===== config.mk =====
export PLATFORM = sky130hd
export DESIGN_NAME = zoom_copy_engine
export DESIGN_NICKNAME = d
export VERILOG_FILES = /design/src/rtl/zoom_pkg.sv /design/src/rtl/zoom_addr_gen.sv /design/src/rtl/zoom_copy_engine.sv
export SDC_FILE = /design/constraint.sdc
export NUM_CORES = 1
export LEC_CHECK = 0
export ABC_AREA = 1
export BUFFER_PORTS_ARGS = -buffer_cell sky130_fd_sc_hd__buf_4
export CAP_MARGIN = 20
export CORE_MARGIN = 2
export CORE_UTILIZATION = 62
export DETAILED_ROUTE_END_ITERATION = 6
export PLACE_DENSITY = 0.87
export SLEW_MARGIN = 10
export SYNTH_ARGS = -nofsm -noshare
export SYNTH_HDL_FRONTEND = slang
export SYNTH_SLANG_ARGS = --single-unit

===== constraint.sdc =====
create_clock -name i_clk -period 6.1 [get_ports i_clk]
set_input_delay 0.61 -clock i_clk [delete_from_list [all_inputs] [get_ports i_clk]]
set_output_delay 0.61 -clock i_clk [all_outputs]
set_load 0.01 [all_outputs]

===== src/rtl/zoom_pkg.sv =====
// rtl/zoom_pkg.sv - shared types, constants and mode decode for the zoom copy engine
//
// Purpose: zoom mode encodings, FSM state type, scale-decode helper and the
// coordinate width used for window arithmetic.
// Ports: none (package).

package zoom_pkg;

  typedef enum logic [2:0] {
    ZM_1X      = 3'b000,
    ZM_2X      = 3'b001,
    ZM_4X      = 3'b010,
    ZM_HALF    = 3'b011,
    ZM_QUARTER = 3'b100
  } zoom_mode_t;

  typedef enum logic [2:0] {
    S_IDLE,
    S_SETUP,
    S_FETCH,
    S_WAIT,
    S_WRITE,
    S_DONE
  } zoom_state_t;

  // Decoded scale: signed power-of-two exponent plus a valid flag.
  typedef struct packed {
    logic              valid;
    logic signed [2:0] shift_exp;
  } zoom_scale_t;

  // Coordinates and window sizes are kept in 16 bits; this covers frame
  // dimensions up to 16383 even after a 4x up-scale of the source.
  localparam int COORD_W = 16;
  typedef logic [COORD_W-1:0] coord_t;

  // Extra accumulator bits: a 4x4 box sum needs four bits above the pixel.
  localparam int ACC_EXT = 4;

  function automatic zoom_scale_t zoom_decode(input logic [2:0] mode);
    zoom_scale_t d;
    d.valid     = 1'b1;
    d.shift_exp = 3'sd0;
    case (mode)
      ZM_1X:      d.shift_exp = 3'sd0;
      ZM_2X:      d.shift_exp = 3'sd1;
      ZM_4X:      d.shift_exp = 3'sd2;
      ZM_HALF:    d.shift_exp = -3'sd1;
      ZM_QUARTER: d.shift_exp = -3'sd2;
      default:    d.valid     = 1'b0;
    endcase
    return d;
  endfunction

endpackage


===== src/rtl/zoom_addr_gen.sv =====
// rtl/zoom_addr_gen.sv - destination raster counters, window test and source address generation
//
// Purpose: walks the destination frame in raster order, reports whether the
// current pixel lies inside the centred image window, and forms the source
// ROM address including the offset inside a down-scale averaging block.
// Ports:
//   i_clk, i_reset_n           clock, async active-low reset
//   i_init                     clear all counters for a new frame
//   i_pix_step                 advance to the next destination pixel
//   i_blk_step                 advance to the next element of the averaging block
//   i_down, i_shamt, i_avg     latched scale: direction, |exponent|, averaging
//   o_dst_addr                 framebuffer address of the current pixel
//   o_src_addr                 ROM address of the current pixel / block element
//   o_in_win                   current pixel is inside the image window
//   o_last_pix                 current pixel is the last one of the frame
//   o_blk_zero                 block offset is at its origin (wrapped after last read)

module zoom_addr_gen
  import zoom_pkg::*;
#(
  parameter int SRC_W = 160,
  parameter int SRC_H = 120,
  parameter int DST_W = 640,
  parameter int DST_H = 480
) (
  input  logic                             i_clk,
  input  logic                             i_reset_n,
  input  logic                             i_init,
  input  logic                             i_pix_step,
  input  logic                             i_blk_step,
  input  logic                             i_down,
  input  logic [1:0]                       i_shamt,
  input  logic                             i_avg,
  output logic [$clog2(DST_W*DST_H)-1:0]   o_dst_addr,
  output logic [$clog2(SRC_W*SRC_H)-1:0]   o_src_addr,
  output logic                             o_in_win,
  output logic                             o_last_pix,
  output logic                             o_blk_zero
);

  localparam int SA_W = $clog2(SRC_W*SRC_H);
  localparam int DA_W = $clog2(DST_W*DST_H);

  localparam coord_t SRC_WC     = coord_t'(SRC_W);
  localparam coord_t SRC_HC     = coord_t'(SRC_H);
  localparam coord_t DST_WC     = coord_t'(DST_W);
  localparam coord_t DST_HC     = coord_t'(DST_H);
  localparam coord_t COORD_ONES = '1;
  localparam logic [SA_W-1:0] SRC_W_A = SA_W'(SRC_W);

  coord_t            r_dx;
  coord_t            r_dy;
  logic [DA_W-1:0]   r_dst_addr;
  logic [SA_W-1:0]   r_row_base;   // sy * SRC_W of the current window row
  logic [SA_W-1:0]   r_blk_off;    // by * SRC_W inside the averaging block
  logic [1:0]        r_bx;
  logic [1:0]        r_by;

  coord_t            w_scl_w, w_scl_h;
  coord_t            w_out_w, w_out_h;
  coord_t            w_off_x, w_off_y;
  coord_t            w_u, w_v, w_sx, w_mask;
  logic              w_in_x, w_in_y;
  logic              w_row_adv;
  logic [SA_W-1:0]   w_row_inc;
  logic [1:0]        w_blk_max;

  always_comb begin
    w_scl_w = i_down ? (SRC_WC >> i_shamt) : (SRC_WC << i_shamt);
    w_scl_h = i_down ? (SRC_HC >> i_shamt) : (SRC_HC << i_shamt);
    w_out_w = (w_scl_w > DST_WC) ? DST_WC : w_scl_w;
    w_out_h = (w_scl_h > DST_HC) ? DST_HC : w_scl_h;
    w_off_x = (DST_WC - w_out_w) >> 1;
    w_off_y = (DST_HC - w_out_h) >> 1;

    w_in_x = (r_dx >= w_off_x) && (r_dx < w_off_x + w_out_w);
    w_in_y = (r_dy >= w_off_y) && (r_dy < w_off_y + w_out_h);

    w_u  = r_dx - w_off_x;
    w_v  = r_dy - w_off_y;
    w_sx = i_down ? (w_u << i_shamt) : (w_u >> i_shamt);

    // Up-scaled rows repeat 2^s times before the source row moves on;
    // down-scaled rows skip 2^|s| source rows every time.
    w_mask    = ~(COORD_ONES << i_shamt);
    w_row_adv = i_down || ((w_v & w_mask) == w_mask);
    w_row_inc = i_down ? (SRC_W_A << i_shamt) : SRC_W_A;

    w_blk_max = 2'd0;
    if (i_avg && i_down) begin
      w_blk_max = (i_shamt == 2'd2) ? 2'd3 : 2'd1;
    end
  end

  always_ff @(posedge i_clk or negedge i_reset_n) begin
    if (!i_reset_n) begin
      r_dx       <= '0;
      r_dy       <= '0;
      r_dst_addr <= '0;
      r_row_base <= '0;
      r_blk_off  <= '0;
      r_bx       <= '0;
      r_by       <= '0;
    end else if (i_init) begin
      r_dx       <= '0;
      r_dy       <= '0;
      r_dst_addr <= '0;
      r_row_base <= '0;
      r_blk_off  <= '0;
      r_bx       <= '0;
      r_by       <= '0;
    end else begin
      if (i_pix_step) begin
        r_dst_addr <= r_dst_addr + 1'b1;
        if (r_dx == DST_WC - 1'b1) begin
          r_dx <= '0;
          r_dy <= r_dy + 1'b1;
          if (w_in_y && w_row_adv) begin
            r_row_base <= r_row_base + w_row_inc;
          end
        end else begin
          r_dx <= r_dx + 1'b1;
        end
      end
      if (i_blk_step) begin
        if (r_bx == w_blk_max) begin
          r_bx <= '0;
          if (r_by == w_blk_max) begin
            r_by      <= '0;
            r_blk_off <= '0;
          end else begin
            r_by      <= r_by + 2'd1;
            r_blk_off <= r_blk_off + SRC_W_A;
          end
        end else begin
          r_bx <= r_bx + 2'd1;
        end
      end
    end
  end

  assign o_dst_addr = r_dst_addr;
  assign o_src_addr = r_row_base + r_blk_off + SA_W'(w_sx) + SA_W'(r_bx);
  assign o_in_win   = w_in_x && w_in_y;
  assign o_last_pix = (r_dx == DST_WC - 1'b1) && (r_dy == DST_HC - 1'b1);
  assign o_blk_zero = (r_bx == 2'd0) && (r_by == 2'd0);

endmodule


===== src/rtl/zoom_copy_engine.sv =====
// rtl/zoom_copy_engine.sv - power-of-two zoom copier from image ROM into the VGA framebuffer
//
// Purpose: on start, latches the zoom mode and rewrites every framebuffer
// address once, in raster order, with either a scaled source pixel or the
// background colour. Down-scaling can decimate or box-average.
// Ports:
//   i_clk, i_reset_n     clock, async active-low reset
//   i_start              level-sampled frame start (only seen when idle)
//   i_zoom_mode          000=1x 001=2x 010=4x 011=0.5x 100=0.25x, others invalid
//   i_avg_en             box-average (1) or decimate (0) when down-scaling
//   o_rom_addr/i_rom_data  source ROM read port, ROM_LAT cycles latency
//   o_ram_addr/o_ram_data/o_ram_wren  framebuffer write port
//   o_busy               frame in progress
//   o_done               one-cycle end-of-frame pulse
//   o_err                sticky invalid-mode flag, cleared by the next start

module zoom_copy_engine
  import zoom_pkg::*;
#(
  parameter int               SRC_W    = 160,
  parameter int               SRC_H    = 120,
  parameter int               DST_W    = 640,
  parameter int               DST_H    = 480,
  parameter int               PIX_W    = 8,
  parameter int               ROM_LAT  = 1,
  parameter logic [PIX_W-1:0] BG_COLOR = '0
) (
  input  logic                             i_clk,
  input  logic                             i_reset_n,
  input  logic                             i_start,
  input  logic [2:0]                       i_zoom_mode,
  input  logic                             i_avg_en,
  output logic [$clog2(SRC_W*SRC_H)-1:0]   o_rom_addr,
  input  logic [PIX_W-1:0]                 i_rom_data,
  output logic [$clog2(DST_W*DST_H)-1:0]   o_ram_addr,
  output logic [PIX_W-1:0]                 o_ram_data,
  output logic                             o_ram_wren,
  output logic                             o_busy,
  output logic                             o_done,
  output logic                             o_err
);

  localparam int SA_W  = $clog2(SRC_W*SRC_H);
  localparam int DA_W  = $clog2(DST_W*DST_H);
  localparam int ACC_W = PIX_W + ACC_EXT;

  zoom_state_t       r_state, w_next;
  zoom_scale_t       w_dec;

  logic              r_valid, r_down, r_avg;
  logic [1:0]        r_shamt;
  logic [1:0]        r_wait_cnt;
  logic              r_last;
  logic [ACC_W-1:0]  r_acc;

  logic [SA_W-1:0]   r_rom_addr;
  logic [DA_W-1:0]   r_ram_addr;
  logic [PIX_W-1:0]  r_ram_data;
  logic              r_ram_wren, r_busy, r_done, r_err;

  logic              w_init, w_pix_step, w_blk_step, w_wait_last;
  logic [ACC_W-1:0]  w_acc_sum, w_avg_shift;
  logic [PIX_W-1:0]  w_pix_val;

  logic [DA_W-1:0]   w_dst_addr;
  logic [SA_W-1:0]   w_src_addr;
  logic              w_in_win, w_last_pix, w_blk_zero;

  assign w_dec       = zoom_decode(i_zoom_mode);
  assign w_init      = (r_state == S_IDLE) && i_start;
  assign w_blk_step  = (r_state == S_FETCH);
  assign w_pix_step  = (w_next == S_WRITE);
  assign w_wait_last = (r_wait_cnt == 2'(ROM_LAT - 1));

  // The block reads sum into r_acc; the final read is folded in directly so
  // the averaged pixel is ready in the same edge that enters WRITE.
  assign w_acc_sum   = r_acc + {{ACC_EXT{1'b0}}, i_rom_data};
  assign w_avg_shift = w_acc_sum >> {r_shamt, 1'b0};
  assign w_pix_val   = (r_avg && r_down) ? w_avg_shift[PIX_W-1:0] : i_rom_data;

  zoom_addr_gen #(
    .SRC_W (SRC_W),
    .SRC_H (SRC_H),
    .DST_W (DST_W),
    .DST_H (DST_H)
  ) u_addr_gen (
    .i_clk      (i_clk),
    .i_reset_n  (i_reset_n),
    .i_init     (w_init),
    .i_pix_step (w_pix_step),
    .i_blk_step (w_blk_step),
    .i_down     (r_down),
    .i_shamt    (r_shamt),
    .i_avg      (r_avg),
    .o_dst_addr (w_dst_addr),
    .o_src_addr (w_src_addr),
    .o_in_win   (w_in_win),
    .o_last_pix (w_last_pix),
    .o_blk_zero (w_blk_zero)
  );

  // The address generator advances on the edge entering WRITE, so during
  // WRITE its window flag already describes the following pixel.
  always_comb begin
    w_next = r_state;
    case (r_state)
      S_IDLE:  if (i_start) w_next = S_SETUP;
      S_SETUP: begin
        if (!r_valid)      w_next = S_DONE;
        else if (w_in_win) w_next = S_FETCH;
        else               w_next = S_WRITE;
      end
      S_FETCH: w_next = S_WAIT;
      S_WAIT:  begin
        if (w_wait_last) w_next = w_blk_zero ? S_WRITE : S_FETCH;
      end
      S_WRITE: begin
        if (r_last)        w_next = S_DONE;
        else if (w_in_win) w_next = S_FETCH;
        else               w_next = S_WRITE;
      end
      S_DONE:  w_next = S_IDLE;
      default: w_next = S_IDLE;
    endcase
  end

  always_ff @(posedge i_clk or negedge i_reset_n) begin
    if (!i_reset_n) begin
      r_state    <= S_IDLE;
      r_valid    <= 1'b0;
      r_down     <= 1'b0;
      r_avg      <= 1'b0;
      r_shamt    <= '0;
      r_wait_cnt <= '0;
      r_last     <= 1'b0;
      r_acc      <= '0;
      r_rom_addr <= '0;
      r_ram_addr <= '0;
      r_ram_data <= '0;
      r_ram_wren <= 1'b0;
      r_busy     <= 1'b0;
      r_done     <= 1'b0;
      r_err      <= 1'b0;
    end else begin
      r_state    <= w_next;
      r_busy     <= (w_next != S_IDLE) && (w_next != S_DONE);
      r_done     <= (w_next == S_DONE);
      r_ram_wren <= (w_next == S_WRITE);

      if (w_init) begin
        r_valid <= w_dec.valid;
        r_down  <= w_dec.shift_exp[2];
        r_shamt <= w_dec.shift_exp[2] ? 2'(-w_dec.shift_exp) : 2'(w_dec.shift_exp);
        r_avg   <= i_avg_en;
        r_acc   <= '0;
        r_err   <= 1'b0;
      end else if ((r_state == S_SETUP) && !r_valid) begin
        r_err   <= 1'b1;
      end

      if (r_state == S_FETCH) begin
        r_wait_cnt <= '0;
      end else if (r_state == S_WAIT) begin
        r_wait_cnt <= r_wait_cnt + 2'd1;
        if (w_wait_last) begin
          r_acc <= w_blk_zero ? '0 : w_acc_sum;
        end
      end

      if (w_next == S_FETCH) begin
        r_rom_addr <= w_src_addr;
      end

      if (w_next == S_WRITE) begin
        r_ram_addr <= w_dst_addr;
        r_last     <= w_last_pix;
        r_ram_data <= (r_state == S_WAIT) ? w_pix_val : BG_COLOR;
      end
    end
  end

  assign o_rom_addr = r_rom_addr;
  assign o_ram_addr = r_ram_addr;
  assign o_ram_data = r_ram_data;
  assign o_ram_wren = r_ram_wren;
  assign o_busy     = r_busy;
  assign o_done     = r_done;
  assign o_err      = r_err;

endmodule


# Yosys cells after proc, flatten, opt, wreduce, memory -nomap -nowiden
# Cells that the tools add are included.
# W data, S select, Z words.
[word_totals] in_bits=15 reg_bits=154
[classes] n_addsub=19 shift=9 mux=52 n_reduce_logical=29 order_cmp=6 n_eq_ne=18 bitwise=2
[op_table] op="$mux W16" n=10
[op_table] op="$mux W15" n=10
[op_table] op="$mux W12" n=5
[op_table] op="$add A15 B15 Y15" n=3
[op_table] op="$mux W19" n=2
[op_table] op="$add A15 B16 Y16" n=2
[op_table] op="$add A16 B1 Y16 const B" n=2
[op_table] op="$ge A16 B15 Y1" n=2
[op_table] op="$lt A16 B16 Y1" n=2
[op_table] op="$sub A16 B15 Y16" n=2
[op_table] op="$mux W2" n=12
[op_table] op="$add A19 B1 Y19 const B" n=1
[op_table] op="$mux W3" n=6
[op_table] op="$and A16 B16 Y16" n=1
[op_table] op="$eq A16 B10 Y1 const B" n=1
[op_table] op="$eq A16 B16 Y1" n=1
[op_table] op="$eq A16 B9 Y1 const B" n=1
[op_table] op="$gt A16 B10 Y1 const B" n=1
[op_table] op="$gt A16 B9 Y1 const B" n=1
[op_table] op="$mux W8" n=2
[op_table] op="$not A16 Y16" n=1
[op_table] op="$shl A16 B2 Y15" n=1
[op_table] op="$shl A16 B2 Y16 const A" n=1
[op_table] op="$shl A7 B2 Y16 const A" n=1
[op_table] op="32 further kinds" n=64

# Longest topological paths before layout
[logic_depth] depth_word=15 mapped_depth=42

# Modules after synthesis
# A second synthesis with hierarchy kept.
[unflattened] cells_unflattened=1634 area_unflattened_um2=11549.8
[modules_own_cells] module="zoom_addr_gen" area_each_um2=7856.3 n_inst=1 seq_area_each_um2=1876.8 cells_per_inst=1159
[modules_own_cells] module="zoom_copy_engine" area_each_um2=3693.5 n_inst=1 seq_area_each_um2=1726.7 cells_per_inst=475

# Worst setup path after synthesis
# No wires, ideal clock.
[synth_path] path_type="register to register" start="register r_shamt[1]" end="register r_rom_addr[14] (netlist: o_rom_addr[14])" t_required_ps=5983 path_slack_ps=1279 period_less_slack_ps=4821 path_buffers=1 path_stages_with_launch=41 arrival_time_ps=4703 cell_sequence="dfrtp_1 -> buf_4 -> inv_2 -> nor2_2 -> inv_1 -> nor2_1 -> inv_1 -> ha_1 -> inv_1 -> xor2_1 -> ha_1 -> nand2_1 -> nand2_1 -> o21bai_1 -> nand2_1 -> nand2_1 -> xnor2_1 -> nand2_1 -> [5 not listed] -> ha_1 -> ha_1 -> nand2_1 -> nor2_1 -> nand2_1 -> nand3_1 -> nand2_1 -> nand2_1 -> nand2_1 -> nand2_1 -> nand3_1 -> nand2_1 -> nand2_1 -> nand2_1 -> nand2_1 -> nand3_1 -> nand3_1 -> nand2_1"
[synth_via] elab_chain_len=13 word_cells_on_any_way=32 cone_classes="7 x add/sub; 6 x order compare; 1 x eq/ne; 6 x shift; 9 x mux; 3 x reduce/logical"
[synth_rtl] element="start: declaration" line="zoom_copy_engine.sv:51" rtl="logic [1:0] r_shamt;"
[synth_rtl] element="start signal: assignment" line="zoom_copy_engine.sv:153" rtl="r_shamt <= w_dec.shift_exp[2] ? 2'(-w_dec.shift_exp) : 2'(w_dec.shift_exp);"
[synth_rtl] element="parallel branches: the longest is 13 deep, another holds $gt A16 B10 Y1"
[synth_rtl] element="end signal: assignment" line="zoom_copy_engine.sv:171" rtl="r_rom_addr <= w_src_addr;"
[synth_rtl] element="end: declaration" line="zoom_copy_engine.sv:56" rtl="logic [SA_W-1:0] r_rom_addr;"
# Parallel ways; which one is timed is not known.
# A chain may end at the register's enable or synchronous reset.

# Worst setup path after layout
# Same ends and word-level chain as after synthesis.

==> flow_summary.ini <==
[power]
leakage_uw = 0.00643
p_per_area_nw_per_um2 = 646
ir_drop_mv = 0.839

[placement]
dpl.hpwl_um = 21700
port_buffers = 60
gp_congestion = 0.960
place_area_um2 = 12100

[worst_setup_path]
reg2reg_slack_ps = 530
worst_path_most_repeated_cell = nand2_1
startpoint_type = flop
reg2reg_from = r_shamt[1]
max_stage_delay_ps = 500
cp_top_family = simple AND/OR/NAND/NOR gates
reg2reg_depth = 38
cp.depth = 38
crit_arrival_ps = 5900
crit_slowest_cell = fa_1
crit_buf_inv = 5
cp_max_fo = 18
setup.worst_path.end_class = flop
crit_type = flop to flop
regToRegEndpoint = o_rom_addr[14]
cp.required_ps = 6430

[yosys]
synth_seq_cells = 144
synth_top_cell_by_area = dfrtp_1
synth_cell_types = 57
netlist_area_um2 = 11500
seq_area_frac_synth_pct = 31.4
ys_top_cells_by_area = dfrtp_1 31%, nand2_1 13%, ha_1 10%
syn_avg_cell_area_um2 = 7.23
yosys_warnings = 0
synth_edf_count = 0
yosysMostFrequentCell = nand2_1
netlist_top_cells_count = 406 x nand2_1, 199 x inv_1, 144 x dfrtp_1, 129 x nor2_1, 101 x nand3_1
synth_flop_cell = dfrtp_1
syn_inst = 1585
synth_async_sr_flop_share_pct = 100
yosys.area.top_type_share_pct = 31.4

[drt]
num_vias = 10968
drt_iter0_markers = 906
wire_per_inst_um = 15.5
postRouteAntennaNets = 0
dr.pass1.iters = 6
drc = 0
viasPerCell = 5.84
routed_wirelength_um = 29100

[timing]
worst_slew_pin_slew_ps = 937
timing.fmax_ghz = 0.180
setup_viol = 0
finalHoldViolCount = 0
slew_headroom_pct = 37.5
fin_tns_setup_ps = 0
whs_ps = 222
min_period_ps = 5570
min_period_over_period_pct = 91.3
rsz0062_at_grt = false
clock_skew_ps = 11.0
finalMaxSlewViolations = 0

[clock_tree]
cts_setup_buffers = 0
clock_latency_ps = 440
clk_pin_slew_ps = 70
cts_max_level = 4
hold_buffers = 0
clock_sinks = 144
cts_buffers = 17
cts_buffer_depth = 2
cts_tree = yes
root_buffer = clkbuf_16
post_cts_resized = 0

[status]
status = finished clean

[run]
maxCapViolations = 0

[global_route]
grtUsageTotal_pct = 30.5
gr-total-overflow = 0
grt_pass1_wl_um = 49300
antenna_found_initial = 0
grt_max_degree = 99
grt_pass1_vias = 10468

[layout]
final_cell_area_um2 = 12600
nets = 1759
n_antenna_cell = 0
multiInputGateArea_um2 = 6870
regArea_um2 = 3600
final_core_utilization_pct = 70.1
syn_to_final_growth_pct = 10.3
fillers = 1445
drive_above_1_share_pct = 9.46

[floorplanning]
initial_utilization_pct = 63.6
row_count = 49
ios = 61
die_h_um = 140
die_x_um = 140
coreArea_um2 = 18000
die-area_um2 = 19600

[min_path]
hp-class = input port to async pin
## through the flow
stage	instances	total power, uW	worst slack [ps]
after CTS	1878	8080	616
after global placement	1846	6790	895
after floorplan	1589	5720	1280
after global routing	1878	8950	0.704
after detailed placement	1846	6960	725
final	1878	8170	531
## final cells by class
type                    instances  area share [%]
repair buffers                 72            4.31
clock inverters                14           0.970
flip-flops and latches        144            28.5
well taps                     229            2.27
clock buffers                  18            3.40
multi-input cells            1192            54.4
inverters                     209            6.21
## worst register-to-register path: cells and delay by family, from the launching register on
family                     cells  cell delay (ps)
xor gates and xnor gates       2              240
AOI/OAI and AO/OA              3              600
adders and majority gates      5             1760
DFF                            1              390
buffers and inverters          5              670
and+or+nand+nor               23             1790
## report_power, final
group	total [uW]	switching, uW	internal [uW]
clock network	992	460	532
registers	1380	207	1170
logic	5800	3690	2100
## layer usage
metal  vias to the layer above  wire [um]  track usage, %  part of all wire, %
li1                       5337          -               -                    -
met1                      5152      13000            41.4                   45
met2                       419      13600            49.8                   47
met3                        60       1890            4.96                  6.5
met4                         0        584            10.8                  2.0
met5                         -          0               0                    0
## cells in the final DEF (no fill, tap or decap), drive strengths merged, types with 17 or more instances in the layout
master | netlist | layout
nand4 | 34 | 34
ha | 95 | 95
nor2 | 139 | 139
a21oi | 65 | 65
buf | 25 | 72
clkbuf | 19 | 18
o21ai | 126 | 126
nand2 | 411 | 411
xnor2 | 17 | 17
nand3 | 103 | 103
inv | 207 | 213
dfrtp | 144 | 144
nor3 | 28 | 28
xor2 | 53 | 53
## worst max-delay path by stage
stage	to	slack (ps)	start
floorplan	o_rom_addr[14]	1280	r_shamt[1]
global placement	o_rom_addr[14]	900	r_shamt[1]
detailed placement	o_rom_addr[14]	720	r_down
CTS	o_rom_addr[14]	620	r_shamt[0]
global route	o_rom_addr[14]	0.7	r_shamt[0]
finish	o_rom_addr[14]	530	r_shamt[1]
## flip-flops by register name (all words and copies together), names as in the netlist, 2 cells and up
name,count
o_ram_addr,19
u_addr_gen.o_dst_addr,19
u_addr_gen.r_dx,16
u_addr_gen.r_dy,16
o_rom_addr,15
r_acc,12
u_addr_gen.r_blk_off,10
u_addr_gen.r_row_base,10
o_ram_data,8
r_state,3
r_shamt,2
r_wait_cnt,2
u_addr_gen.r_bx,2
u_addr_gen.r_by,2
## logic make-up (layout without fill, tap and decap cells)
family	count (synthesis)	in the layout	share of synthesized area, %
compound gates	257	257	13.1
fa+ha+maj	108	108	12.6
xor+xnor	70	70	5.42
buf+inv	253	313	8.83
flops	144	144	31.4
simple gates	752	752	28.5
other cells	1	5	0.0327
(Power assumes the default switching activity.)
